<file path="src/rtl/vending_pkg.sv">
// Shared types and constants for the vending datapath: FSM states, default
// actuation timings and the product/coin field widths used by top_maquina.
package vending_pkg;

  localparam int unsigned PULSE_CYCLES_DEF   = 4;
  localparam int unsigned GAP_CYCLES_DEF     = 2;
  localparam int unsigned TIMEOUT_CYCLES_DEF = 16;

  localparam int unsigned PROD_W = 2;
  localparam int unsigned COIN_W = 2;

  typedef enum logic [2:0] {
    IDLE,
    VEND,
    WAIT_DROP,
    CHANGE,
    DONE,
    FAULT
  } state_t;

  // Largest of three timing parameters, used to size the shared counter.
  function automatic int unsigned max3(input int unsigned a,
                                       input int unsigned b,
                                       input int unsigned c);
    int unsigned m;
    m = (a > b) ? a : b;
    return (m > c) ? m : c;
  endfunction

endpackage

</file>
<file path="src/rtl/sync_2ff.sv">
// Generic two-flop synchroniser for asynchronous level inputs.
module sync_2ff #(
  parameter int unsigned WIDTH = 1
) (
  input  logic             clk,
  input  logic             rst,
  input  logic [WIDTH-1:0] d_i,
  output logic [WIDTH-1:0] q_o
);

  logic [WIDTH-1:0] meta_q;
  logic [WIDTH-1:0] sync_q;

  always_ff @(posedge clk or posedge rst) begin
    if (rst) begin
      meta_q <= '0;
      sync_q <= '0;
    end else begin
      meta_q <= d_i;
      sync_q <= meta_q;
    end
  end

  assign q_o = sync_q;

endmodule

</file>
<file path="src/rtl/dispensador_vending.sv">
// Product/change dispenser: pulses the selected motor, waits for the drop
// sensor, then ejects change coins one timed pulse at a time.
module dispensador_vending
  import vending_pkg::*;
#(
  parameter int unsigned PULSE_CYCLES   = PULSE_CYCLES_DEF,
  parameter int unsigned GAP_CYCLES     = GAP_CYCLES_DEF,
  parameter int unsigned TIMEOUT_CYCLES = TIMEOUT_CYCLES_DEF
) (
  input  logic                       clk,
  input  logic                       rst,
  input  logic                       listo,
  input  logic [PROD_W-1:0]          producto,
  input  logic [COIN_W-1:0]          cambio,
  input  logic                       sensor_drop,
  input  logic                       clr_fault,
  output logic [(1 << PROD_W)-1:0]   motor,
  output logic                       coin_eject,
  output logic                       busy,
  output logic                       done,
  output logic                       fault
);

  localparam int unsigned NPROD = 1 << PROD_W;
  localparam int unsigned CNT_W =
    $clog2(max3(PULSE_CYCLES, GAP_CYCLES, TIMEOUT_CYCLES) + 1);

  localparam logic [CNT_W-1:0] PULSE_LAST   = CNT_W'(PULSE_CYCLES - 1);
  localparam logic [CNT_W-1:0] GAP_LAST     = CNT_W'(GAP_CYCLES - 1);
  localparam logic [CNT_W-1:0] TIMEOUT_LAST = CNT_W'(TIMEOUT_CYCLES - 1);

  state_t              state_q, state_d;
  logic [CNT_W-1:0]    cnt_q, cnt_d;
  logic [PROD_W-1:0]   prod_q, prod_d;
  logic [COIN_W-1:0]   coins_q, coins_d;
  logic                drop_seen_q, drop_seen_d;
  logic                gap_q, gap_d;
  logic                listo_q;

  logic [NPROD-1:0]    motor_q, motor_d;
  logic                coin_q, coin_d;
  logic                busy_q, busy_d;
  logic                done_q, done_d;
  logic                fault_q, fault_d;

  logic                sensor_s;
  logic                rise_c;

  sync_2ff #(
    .WIDTH(1)
  ) u_sync_drop (
    .clk (clk),
    .rst (rst),
    .d_i (sensor_drop),
    .q_o (sensor_s)
  );

  assign rise_c = listo & ~listo_q;

  // Next-state, datapath latches and next-state-decoded actuator outputs.
  always_comb begin
    state_d     = state_q;
    cnt_d       = cnt_q;
    prod_d      = prod_q;
    coins_d     = coins_q;
    drop_seen_d = drop_seen_q;
    gap_d       = gap_q;

    unique case (state_q)
      IDLE: begin
        if (rise_c) begin
          state_d     = VEND;
          prod_d      = producto;
          coins_d     = cambio;
          drop_seen_d = 1'b0;
          cnt_d       = '0;
        end
      end

      VEND: begin
        if (sensor_s) begin
          drop_seen_d = 1'b1;
        end
        if (cnt_q == PULSE_LAST) begin
          state_d = WAIT_DROP;
          cnt_d   = '0;
        end else begin
          cnt_d = cnt_q + CNT_W'(1);
        end
      end

      WAIT_DROP: begin
        // A drop seen in the same cycle as the timeout still counts.
        if (drop_seen_q || sensor_s) begin
          cnt_d   = '0;
          gap_d   = 1'b0;
          state_d = (coins_q != '0) ? CHANGE : DONE;
        end else if (cnt_q == TIMEOUT_LAST) begin
          state_d = FAULT;
        end else begin
          cnt_d = cnt_q + CNT_W'(1);
        end
      end

      CHANGE: begin
        if (!gap_q) begin
          if (cnt_q == PULSE_LAST) begin
            cnt_d   = '0;
            coins_d = coins_q - COIN_W'(1);
            if (coins_q == COIN_W'(1)) begin
              state_d = DONE;
            end else begin
              gap_d = 1'b1;
            end
          end else begin
            cnt_d = cnt_q + CNT_W'(1);
          end
        end else begin
          if (cnt_q == GAP_LAST) begin
            cnt_d = '0;
            gap_d = 1'b0;
          end else begin
            cnt_d = cnt_q + CNT_W'(1);
          end
        end
      end

      DONE: begin
        state_d = IDLE;
      end

      FAULT: begin
        if (clr_fault) begin
          state_d = IDLE;
        end
      end

      default: begin
        state_d = IDLE;
      end
    endcase

    motor_d         = '0;
    motor_d[prod_d] = (state_d == VEND);
    coin_d          = (state_d == CHANGE) && !gap_d;
    busy_d          = (state_d != IDLE);
    done_d          = (state_d == DONE);
    fault_d         = (state_d == FAULT);
  end

  // listo_q resets high so a level already present at release is not a sale.
  always_ff @(posedge clk or posedge rst) begin
    if (rst) begin
      state_q     <= IDLE;
      cnt_q       <= '0;
      prod_q      <= '0;
      coins_q     <= '0;
      drop_seen_q <= 1'b0;
      gap_q       <= 1'b0;
      listo_q     <= 1'b1;
      motor_q     <= '0;
      coin_q      <= 1'b0;
      busy_q      <= 1'b0;
      done_q      <= 1'b0;
      fault_q     <= 1'b0;
    end else begin
      state_q     <= state_d;
      cnt_q       <= cnt_d;
      prod_q      <= prod_d;
      coins_q     <= coins_d;
      drop_seen_q <= drop_seen_d;
      gap_q       <= gap_d;
      listo_q     <= listo;
      motor_q     <= motor_d;
      coin_q      <= coin_d;
      busy_q      <= busy_d;
      done_q      <= done_d;
      fault_q     <= fault_d;
    end
  end

  assign motor      = motor_q;
  assign coin_eject = coin_q;
  assign busy       = busy_q;
  assign done       = done_q;
  assign fault      = fault_q;

endmodule

</file>
<file path="config.mk">
export PLATFORM = sky130hd
export DESIGN_NAME = dispensador_vending
export DESIGN_NICKNAME = d
export VERILOG_FILES = /design/src/rtl/vending_pkg.sv /design/src/rtl/sync_2ff.sv /design/src/rtl/dispensador_vending.sv
export SDC_FILE = /design/constraint.sdc
export NUM_CORES = 1
export LEC_CHECK = 0
export BUFFER_PORTS_ARGS = -buffer_cell sky130_fd_sc_hd__clkbuf_2
export CELL_PAD_IN_SITES_DETAIL_PLACEMENT = 1
export CELL_PAD_IN_SITES_GLOBAL_PLACEMENT = 2
export CORE_ASPECT_RATIO = 1.1
export CORE_MARGIN = 10
export CORE_UTILIZATION = 35
export CTS_CLUSTER_DIAMETER = 120
export DETAILED_ROUTE_END_ITERATION = 12
export HOLD_SLACK_MARGIN = 0.08
export PLACE_DENSITY_LB_ADDON = 0.25
export SYNTH_ARGS = -nofsm -noshare
export SYNTH_HDL_FRONTEND = slang
export SYNTH_SLANG_ARGS = --single-unit
</file>
<file path="constraint.sdc">
create_clock -name clk -period 2.5 [get_ports clk]
set_input_delay 0.25 -clock clk [delete_from_list [all_inputs] [get_ports clk]]
set_output_delay 0.25 -clock clk [all_outputs]
set_load 0.1 [all_outputs]
</file>
## After elaboration in Yosys (flattened, before gate mapping)

Cells that the tools add are included.

- $add $sub $neg: 2
- Magnitude comparators: 2
- Eq/ne operators: 17
- Muxes and demuxes: 34
- Bitwise operators: 3
- Reduce and logical (&&, ||, !) cells: 13

Operators by type and width:

| kind | count |
|---|---|
| 5-bit two-way mux | 6 |
| 3-bit two-way mux | 9 |
| 5-bit one-hot mux with 4 select lines | 1 |
| 3-bit one-hot mux with 5 select lines | 1 |
| 2-bit two-way mux | 5 |
| 3-bit by 2-bit == test with 1-bit output, second input constant | 3 |
| 3-bit == test, second input constant | 3 |
| 1-bit two-way mux | 8 |
| 3-bit by 1-bit == test with 1-bit output, second input constant | 2 |
| 2-bit inequality test, second input constant | 3 |
| 3-bit AND reduction | 2 |
| 2-bit nonzero test | 3 |
| 5-bit by 1-bit adder with 5-bit output, second input constant | 1 |
| 5-bit by 1-bit == test with 1-bit output, second input constant | 1 |
| 5-bit by 2-bit == test with 1-bit output, second input constant | 1 |
| 5-bit by 4-bit == test with 1-bit output, second input constant | 1 |
| 4-bit AND | 1 |
| 1-bit one-hot mux with 2 select lines | 2 |
| 2-bit one-hot mux with 2 select lines | 1 |
| 4-bit AND reduction | 1 |
| 4-bit nonzero test | 1 |
| 3-bit zero test | 1 |
| 2-bit by 3-bit < comparator with 1-bit output, second input constant | 1 |
| 3-bit inequality test, second input constant | 1 |
| 11 further kinds | 12 |

- Bits in registers: 25
- Input bits: 9

## Logic depth before layout (Yosys ltp)

Gate-level depths: netlist (run 1).

- Depth after elaboration: 9
- Mapped depth: 9

## Cells and area by module

From an unflattened synthesis (run 1), not the netlist that was laid out.

- Cells, all modules: 134
- Area, all modules: 1345.0 um2

Modules (own cells, without submodules):

| module | times used | cells an instance | area each (um2) |
|---|---|---|---|
| dispensador_vending | 1 | 131 | 1291.2 |
| sync_2ff | 1 | 3 | 53.8 |

## Worst setup path before layout (run 1)

Ideal clock, no wire load.

- Path kind: register to register
- From: register cnt_q[0]
- To: register cnt_q[4]
- Setup time: 0.121 ns
- Arrival time: 1.837 ns
- Required time: 2.379 ns
- Setup slack: 0.542 ns
- Cell stages (with the launch flop): 10
- Buffers on the path: 0
- Clock period less this slack: 1.958 ns
- Path through: dfrtp_1 > ha_1 > inv_1 > nor3_1 > ha_1 > nor3b_1 > mux2i_1 > o21bai_1 > nor2_1 > a22o_2

- Cells in the longest elaborated chain, start to end: 4

Ends and longest elaborated chain:

| item | RTL line | RTL |
|---|---|---|
| start, declared | dispensador_vending.sv:33 | `logic [CNT_W-1:0] cnt_q, cnt_d;` |
| start signal, assigned | dispensador_vending.sv:168 | `cnt_q <= cnt_d;` |
| 5-bit by 1-bit adder with 5-bit output, or another cell as far along | - |  |
| 5-bit two-way mux, on equally long branches | - |  |
| 5-bit two-way mux, on equally long branches | dispensador_vending.sv:106, dispensador_vending.sv:94 |  |
| 5-bit one-hot mux with 4 select lines | dispensador_vending.sv:69 | `unique case (state_q)` |

Parallel ways exist; a longest one is shown, timed or not. The select of a mux whose other input is x is not followed.
A chain may end at the register's enable or synchronous reset.

## Final worst setup path (run 1)

- From: register cnt_q[0]
- To: register done_q, in the netlist done

- Cells in the longest elaborated chain, start to end: 5

Ends and longest elaborated chain:

| item | RTL line | RTL |
|---|---|---|
| 5-bit by 2-bit == test with 1-bit output / 5-bit by 4-bit == test with 1-bit output (equally long branches) | dispensador_vending.sv:84, dispensador_vending.sv:107, dispensador_vending.sv:98 |  |
| 3-bit two-way mux, on equally long branches | dispensador_vending.sv:107, dispensador_vending.sv:98 |  |
| 3-bit two-way mux, on equally long branches | dispensador_vending.sv:106, dispensador_vending.sv:94 |  |
| 3-bit one-hot mux with 5 select lines (*) | dispensador_vending.sv:69 |  |
| net state_d[2] | dispensador_vending.sv:32 | `state_t state_q, state_d;` |
| 3-bit == test (*) | dispensador_vending.sv:147 | `done_d = (state_d == DONE);` |
| net done_d | dispensador_vending.sv:43 | `logic done_q, done_d;` |
| end signal, assigned | dispensador_vending.sv:177 | `done_q <= done_d;` |
| end, declared | dispensador_vending.sv:43 |  |

The timed path passes the listed nets; every way through them passes the cells marked *.

==> impl_summary.txt, run 1 <==
----------------------------------------------------
[Yosys]
  Yosys Warn Count ... 0
  Post-Synth Adder-Cell Area ... 4.96%
  Sequential element share of the synthesized area ... 49.7%
  Library cells used by synthesis ... 36
  Number of flops mapped to enable cells by yosys ... 0
  Cell types with the largest area share after synthesis ... sky130_fd_sc_hd__dfrtp_1 48%, sky130_fd_sc_hd__ha_1 5.0%, sky130_fd_sc_hd__inv_1 4.5%
  Mux share of post-synthesis cell area ... 0.793%
  Most instantiated flip-flop cell in the synthesis netlist ... sky130_fd_sc_hd__dfrtp_1
  Mean area per synthesized cell ... 9.86 um2
  Post-Syn Area ... 1260 um2
  Number of storage elements in the synthesis netlist ... 25
  Post-Synth Simple-Gate Area ... 23.1%
  Cell type with the largest total area after synthesis ... sky130_fd_sc_hd__dfrtp_1
  Synth async-reset ratio ... 100%
  Post-synth top area share ... 47.6%
  Main combinational cell family by area after synthesis ... simple AND/OR/NAND/NOR gates
  Synthesized Nets ... 142
  Cell count after synthesis ... 128
  Synth Area in XOR/XNOR ... 0%
  Post-synthesis compound-gate area fraction ... 16.4%

[Critical path]
  Top cell family by delay on the critical path ... simple AND/OR/NAND/NOR gates
  CP startpoint kind ... flip-flop
  WS Path Type ... reg -> reg
  WP data required ... 2.72 ns
  Worst setup path startpoint ... cnt_q[0]$_DFFE_PP0P_
  Crit Reg-Reg Startpoint ... cnt_q[0]$_DFFE_PP0P_
  Arrival time worst endpoint ... 2.44 ns
  Master of the slowest instance on the critical path ... sky130_fd_sc_hd__a221oi_1
  Cells along the critical path ... ha_1, inv_1, nor3_1, ha_1, nor3b_1, nand2b_1, a221oi_1, inv_1, and2_1
  Buffers and inverters on the worst path ... 2
  Type of destination of the critical path ... flip-flop
  Largest stage delay, worst path ... 0.49 ns
  Worst Path Max Fanout ... 5

[Routing]
  Count of vias placed by the detailed router ... 1016
  Initial DRC count ... 56
  Average vias per placed instance ... 5.13
  Drt pass-1 iters ... 4
  Final ANT Viol Nets ... 0
  Average wire length per cell after detail routing ... 15.2 um
  Post-detailed-route DRC marker count ... 0
  Total wire length after detailed routing ... 3020 um

[GRT]
  Most used routing layer in global routing ... met2
  GRT Util Overall ... 9.78%
  Leftover overflow at the end of global routing ... 0
  Grt met3 use ... 2.59%
  Number of global-route vias before repair ... 1160
  Initial antenna violation count ... 0
  Met1 Track Usage GR ... 12.2%
  Global routing usage on met2 ... 16.2%
  Maximum number of pins on one net before global-route repair ... 26
  Global-route wire length before repair ... 5340 um

[Layout]
  Net count reported at finish ... 165
  Share of post-route cells with drive strength above 1 ... 20.0%
  Top library cells by usage in the layout, fill and taps aside ... 24 x sky130_fd_sc_hd__dfrtp_1, 16 x sky130_fd_sc_hd__clkbuf_2, 15 x sky130_fd_sc_hd__inv_1
  Util after Layout ... 42.7%
  Number of antenna repair diodes ... 0
  Synth-to-layout area growth ... 15.4%
  Commonest non-fill, non-tap cell in the layout ... sky130_fd_sc_hd__dfrtp_1
  Filler instances ... 413

[Power]
  Leakage power figure ... 0.674 nW
  Tot Pwr ... 1.73 mW
  Largest voltage drop on the vdd net ... 490 uV
  Power density over the cells ... 1190 nW/um2

[Outcome]
  Result of the run ... completed

[STA]
  Fin. Hold Viols ... 0
  Post-Route Skew ... 0.00900 ns
  Max-slew headroom ... 36.8%
  Timing-limited maximum frequency ... 0.450 GHz
  Clock period minus worst slack ... 2.22 ns
  Unrepaired setup endpoints after global routing ... no
  Period utilization ... 88.9%
  Slew at the pin closest to its max-slew limit ... 0.948 ns
  Final setup TNS ... 0 ns
  Pins over their slew limit ... 0
  Final count of negative-setup-slack endpoints ... 0

[Floorplanning]
  Starting density of the core ... 37.0%
  Die area ... 6410 um2
  Core Box Area ... 3410 um2
  Overall die width ... 77.3 um
  Die Span Y ... 83.0 um
  Ports placed on the boundary ... 17
  Row cnt ... 22

[Hold path]
  Hold/Removal Path Class ... in -> async

[Clock tree]
  CTS root buf ... sky130_fd_sc_hd__clkbuf_4
  Total CTS buffers ... 3
  Clk sink count ... 25
  Post-CTS Setup Repair Bufs ... 0
  Clock transition at the register clock pins on the worst setup and hold paths after CTS ... 0.14 ns
  Longest Clk Path Bufs ... 2
  TritonCTS clock tree ... yes
  Post_cts resized ... 0
  H-tree depth ... 1
  Worst skew pair latency ... 0.32 ns
  Number of buffers inserted by hold repair at cts ... 2

[Flow run]
  Max Cap Violations ... 0

[Placement]
  RD Place Congestion ... 0.824
  DPL Wire Length ... 2400 um
  Number of I/O port buffers ... 16

----------------------------------------------------
state kept, by name (all words and copies together), names as in the netlist, 2 cells and up:
| signal | count |
|---|---|
| cnt_q | 5 |
| coins_q | 2 |
| motor | 4 |
| prod_q | 2 |
| state_q | 3 |
path summary, 6_finish.rpt:
check                      slack (ns)  cells past startpoint                        end
max in group asynchronous        1.82                      2        prod_q[0]$_DFF_PP0_
hold reg to reg                  0.37                      0  u_sync_drop.q_o$_DFF_PP0_
hold / removal                    0.1                      2       coin_eject$_DFF_PP0_
setup reg to reg                 0.28                      9             done$_DFF_PP0_
setup / recovery                 0.28                      9             done$_DFF_PP0_
min in group clk                 0.17                      2         motor[1]$_DFF_PP0_
per-stage QoR:
step	instance area, um2	hold WS (ns)	std cells	worst slack, ns
CTS	1460	0.143	198	0.233
floorplan	1260	0.254	128	0.542
finish	1460	0.0974	198	0.279
global route	1460	0.156	198	0.0749
global placement	1410	0.335	192	0.381
detailed placement	1410	0.340	192	0.273
worst register-to-register path, cell delays in order, from the launching register on:
cell and delay [ns]:
sky130_fd_sc_hd__dfrtp_1 0.45, sky130_fd_sc_hd__ha_1 0.24, sky130_fd_sc_hd__inv_1 0.08, sky130_fd_sc_hd__nor3_1 0.06
sky130_fd_sc_hd__ha_1 0.21, sky130_fd_sc_hd__nor3b_1 0.15, sky130_fd_sc_hd__nand2b_1 0.16, sky130_fd_sc_hd__a221oi_1 0.49
sky130_fd_sc_hd__inv_1 0.13, sky130_fd_sc_hd__and2_1 0.16
cells in the mapped netlist (2+ instances only):
library cell               number
sky130_fd_sc_hd__nand3b_1       4
sky130_fd_sc_hd__nand2_1        8
sky130_fd_sc_hd__nand2b_1       7
sky130_fd_sc_hd__a211oi_1       2
sky130_fd_sc_hd__ha_1           5
sky130_fd_sc_hd__inv_1         15
sky130_fd_sc_hd__o22ai_1        4
sky130_fd_sc_hd__nand3_1        2
sky130_fd_sc_hd__nor3_1         7
sky130_fd_sc_hd__a22o_1         2
sky130_fd_sc_hd__o21ai_0        8
sky130_fd_sc_hd__a32o_1         2
sky130_fd_sc_hd__dfrtp_1       24
sky130_fd_sc_hd__nor3b_1        2
sky130_fd_sc_hd__a21oi_1        6
sky130_fd_sc_hd__nor2_1        10
layout make-up:
| type | instances | area [um2] | share of cell area [%] |
|---|---|---|---|
| sequential | 25 | 627 | 43.0 |
| multi-input combinational | 86 | 571 | 39.2 |
| timing repair buffer | 20 | 115 | 7.90 |
| tap | 48 | 60.1 | 4.12 |
| inverter | 15 | 56.3 | 3.87 |
| clock buffer | 3 | 22.5 | 1.55 |
| clock inverter | 1 | 5.00 | 0.344 |
power by group:
part	internal, mW	total [mW]	switching [mW]
Combinational	0.262	0.920	0.659
Sequential	0.526	0.622	0.0968
Clock	0.0599	0.184	0.124
per-layer routing:
metal	vias to the layer above	part of all wire, %
met4	0	0.96
met5	-	0
met3	4	3.5
met1	509	46
met2	13	50
li1	490	-
cell families (layout without fill, tap and decap cells):
| kind of cell | Yosys count | after routing |
|---|---|---|
| mux | 1 | 1 |
| buf+inv | 17 | 39 |
| fa+ha+maj | 5 | 5 |
| simple gates | 49 | 49 |
| compound gates | 31 | 31 |
| flops | 25 | 25 |
(Power assumes the default switching activity.)
==> run 2, diff against run 1 <==
--- a/config.mk
+++ b/config.mk
@@ -6,14 +6,14 @@
 export NUM_CORES = 1
 export LEC_CHECK = 0
 export BUFFER_PORTS_ARGS = -buffer_cell sky130_fd_sc_hd__clkbuf_2
-export CELL_PAD_IN_SITES_DETAIL_PLACEMENT = 1
+export CELL_PAD_IN_SITES_DETAIL_PLACEMENT = 0
 export CELL_PAD_IN_SITES_GLOBAL_PLACEMENT = 2
 export CORE_ASPECT_RATIO = 1.1
 export CORE_MARGIN = 10
 export CORE_UTILIZATION = 35
 export CTS_CLUSTER_DIAMETER = 120
 export DETAILED_ROUTE_END_ITERATION = 12
-export HOLD_SLACK_MARGIN = 0.08
+export HOLD_SLACK_MARGIN = 0.02
 export PLACE_DENSITY_LB_ADDON = 0.25
 export SYNTH_ARGS = -nofsm -noshare
 export SYNTH_HDL_FRONTEND = slang
==> run 2 against run 1 <==
- cell count stayed put
- maximum frequency rose by 0.46%
- utilization is 0.073 points higher
==> impl_summary.txt, run 2 (same netlist as run 1, synthesis figures left out) <==
----------------------------------------------------
[Floorplanning]
  Starting density of the core ... 37.0%
  Die area ... 6410 um2
  Die Span Y ... 83.0 um
  Ports placed on the boundary ... 17
  Row cnt ... 22
  Core Box Area ... 3410 um2
  Overall die width ... 77.3 um

[Clock tree]
  Longest Clk Path Bufs ... 2
  H-tree depth ... 1
  Clk sink count ... 25
  Post_cts resized ... 0
  Clock transition at the register clock pins on the worst setup and hold paths after CTS ... 0.15 ns
  CTS root buf ... sky130_fd_sc_hd__clkbuf_4
  Total CTS buffers ... 3
  TritonCTS clock tree ... yes
  Worst skew pair latency ... 0.33 ns

[Critical path]
  Top cell family by delay on the critical path ... simple AND/OR/NAND/NOR gates
  Reg-to-reg slack, setup ... 0.29 ns
  WP data required ... 2.74 ns
  Type of destination of the critical path ... flip-flop
  Worst Path Max Fanout ... 5
  Arrival time worst endpoint ... 2.45 ns
  WS Path Type ... reg -> reg
  Cells along the critical path ... ha_1, inv_1, nor3_1, ha_1, nor3b_1, nand2b_1, a221oi_1, inv_1, and2_1
  Largest stage delay, worst path ... 0.50 ns
  Logic depth of the worst path, buffers included ... 9
  Master of the slowest instance on the critical path ... sky130_fd_sc_hd__a221oi_1
  Buffers and inverters on the worst path ... 2
  CP startpoint kind ... flip-flop
  Reg2Reg Depth ... 9

[Placement]
  Cell count after placement ... 192
  Area post-placement ... 1410 um2
  Number of I/O port buffers ... 16
  RD Place Congestion ... 0.824
  DPL Wire Length ... 2080 um

[STA]
  Clock period minus worst slack ... 2.21 ns
  Fin. Hold Viols ... 0
  Unrepaired setup endpoints after global routing ... no
  Pins over their slew limit ... 0
  Final count of negative-setup-slack endpoints ... 0
  Max-slew headroom ... 36.6%
  Post-Route Skew ... 0.00307 ns
  Timing-limited maximum frequency ... 0.452 GHz
  Slew at the pin closest to its max-slew limit ... 0.950 ns
  Final setup TNS ... 0 ns
  Period utilization ... 88.5%

[GRT]
  Leftover overflow at the end of global routing ... 0
  Global-route wire length before repair ... 4890 um
  GRT Util Overall ... 9.02%
  Initial antenna violation count ... 0
  Number of global-route vias before repair ... 1017
  Maximum number of pins on one net before global-route repair ... 26

[Layout]
  Max FFs per register ... 5
  Register with the highest flop count ... cnt_q
  Top library cells by usage in the layout, fill and taps aside ... 24 x sky130_fd_sc_hd__dfrtp_1, 16 x sky130_fd_sc_hd__clkbuf_2, 15 x sky130_fd_sc_hd__inv_1
  Non-filler instance count after layout ... 198
  Commonest non-fill, non-tap cell in the layout ... sky130_fd_sc_hd__dfrtp_1
  Filler instances ... 349
  Net count reported at finish ... 165
  Synth-to-layout area growth ... 15.6%
  Share of post-route cells with drive strength above 1 ... 20.0%
  Number of antenna repair diodes ... 0
  Final std cell area, no fill ... 1460 um2

[Power]
  Largest voltage drop on the vdd net ... 622 uV
  Power density over the cells ... 1180 nW/um2
  Leakage power figure ... 0.670 nW
  Tot Pwr ... 1.72 mW

[Outcome]
  Result of the run ... completed

[Flow run]
  Max Cap Violations ... 0

[Routing]
  Count of vias placed by the detailed router ... 986
  Total wire length after detailed routing ... 2780 um
  Average vias per placed instance ... 4.98
  Final ANT Viol Nets ... 0
  Post-detailed-route DRC marker count ... 0
  Initial DRC count ... 61
  Drt pass-1 iters ... 4
  Average wire length per cell after detail routing ... 14.1 um

[Hold path]
  Hold/Removal Path Class ... in -> async

----------------------------------------------------
## run 2: path summary, 6_finish.rpt
check,start,to
setup / recovery,cnt_q[0]$_DFFE_PP0P_,done$_DFF_PP0_
hold / removal,rst,fault$_DFF_PP0_
setup reg to reg,cnt_q[0]$_DFFE_PP0P_,done$_DFF_PP0_
hold reg to reg,u_sync_drop.meta_q$_DFF_PP0_,u_sync_drop.q_o$_DFF_PP0_
max in group asynchronous,rst,coins_q[1]$_DFFE_PP0P_
min in group clk,producto[1],motor[1]$_DFF_PP0_
## run 2: layer usage
metal,global-route usage (%),vias up,part of all wire [%]
li1,-,494,-
met1,11.4,469,48
met2,13.7,19,46
met3,3.45,4,4.4
met4,2.81,0,1.2
met5,0,-,0
## run 2: repair_timing
action / CTS / global route
hold buffers: 2 / 0
setup endpoints to repair: 0 / 0
setup buffers: 0 / 0
hold endpoints to repair: 2 / 0
## run 2: where the power goes
part / switching [mW] / internal (mW) / total [mW] / leakage, nW
registers: 0.0966 / 0.525 / 0.622 / 0.320
logic: 0.643 / 0.259 / 0.901 / 0.337
clock network: 0.134 / 0.0614 / 0.196 / 0.0139
total: 0.874 / 0.845 / 1.72 / 0.670
## run 2: worst reg2reg max path, delay by kind of cell, from the launching register on
| family | cells | cell delay [ns] |
|---|---|---|
| compound gates | 1 | 0.50 |
| fa+ha+maj | 2 | 0.44 |
| buf+inv | 2 | 0.21 |
| flops | 1 | 0.45 |
| simple gates | 4 | 0.52 |
## run 2: stage by stage
stage | utilization, % | hold slack, ns | setup WS (ns)
finish | 42.7 | 0.0841 | 0.289
global route | 42.7 | 0.128 | 0.0540
global placement | 41.3 | 0.335 | 0.381
floorplan | - | 0.254 | 0.542
CTS | 42.7 | 0.125 | 0.282
detailed placement | 41.3 | 0.355 | 0.310
## run 2: final cells by class
class / instances / area (um2) / share of cell area, %
Multi-Input combinational cell: 86 / 571 / 39.1
Inverter: 15 / 56.3 / 3.86
Sequential cell: 25 / 627 / 43.0
Clock buffer: 3 / 22.5 / 1.54
Timing Repair Buffer: 20 / 115 / 7.89
Clock inverter: 1 / 7.51 / 0.515
Tap cell: 48 / 60.1 / 4.12
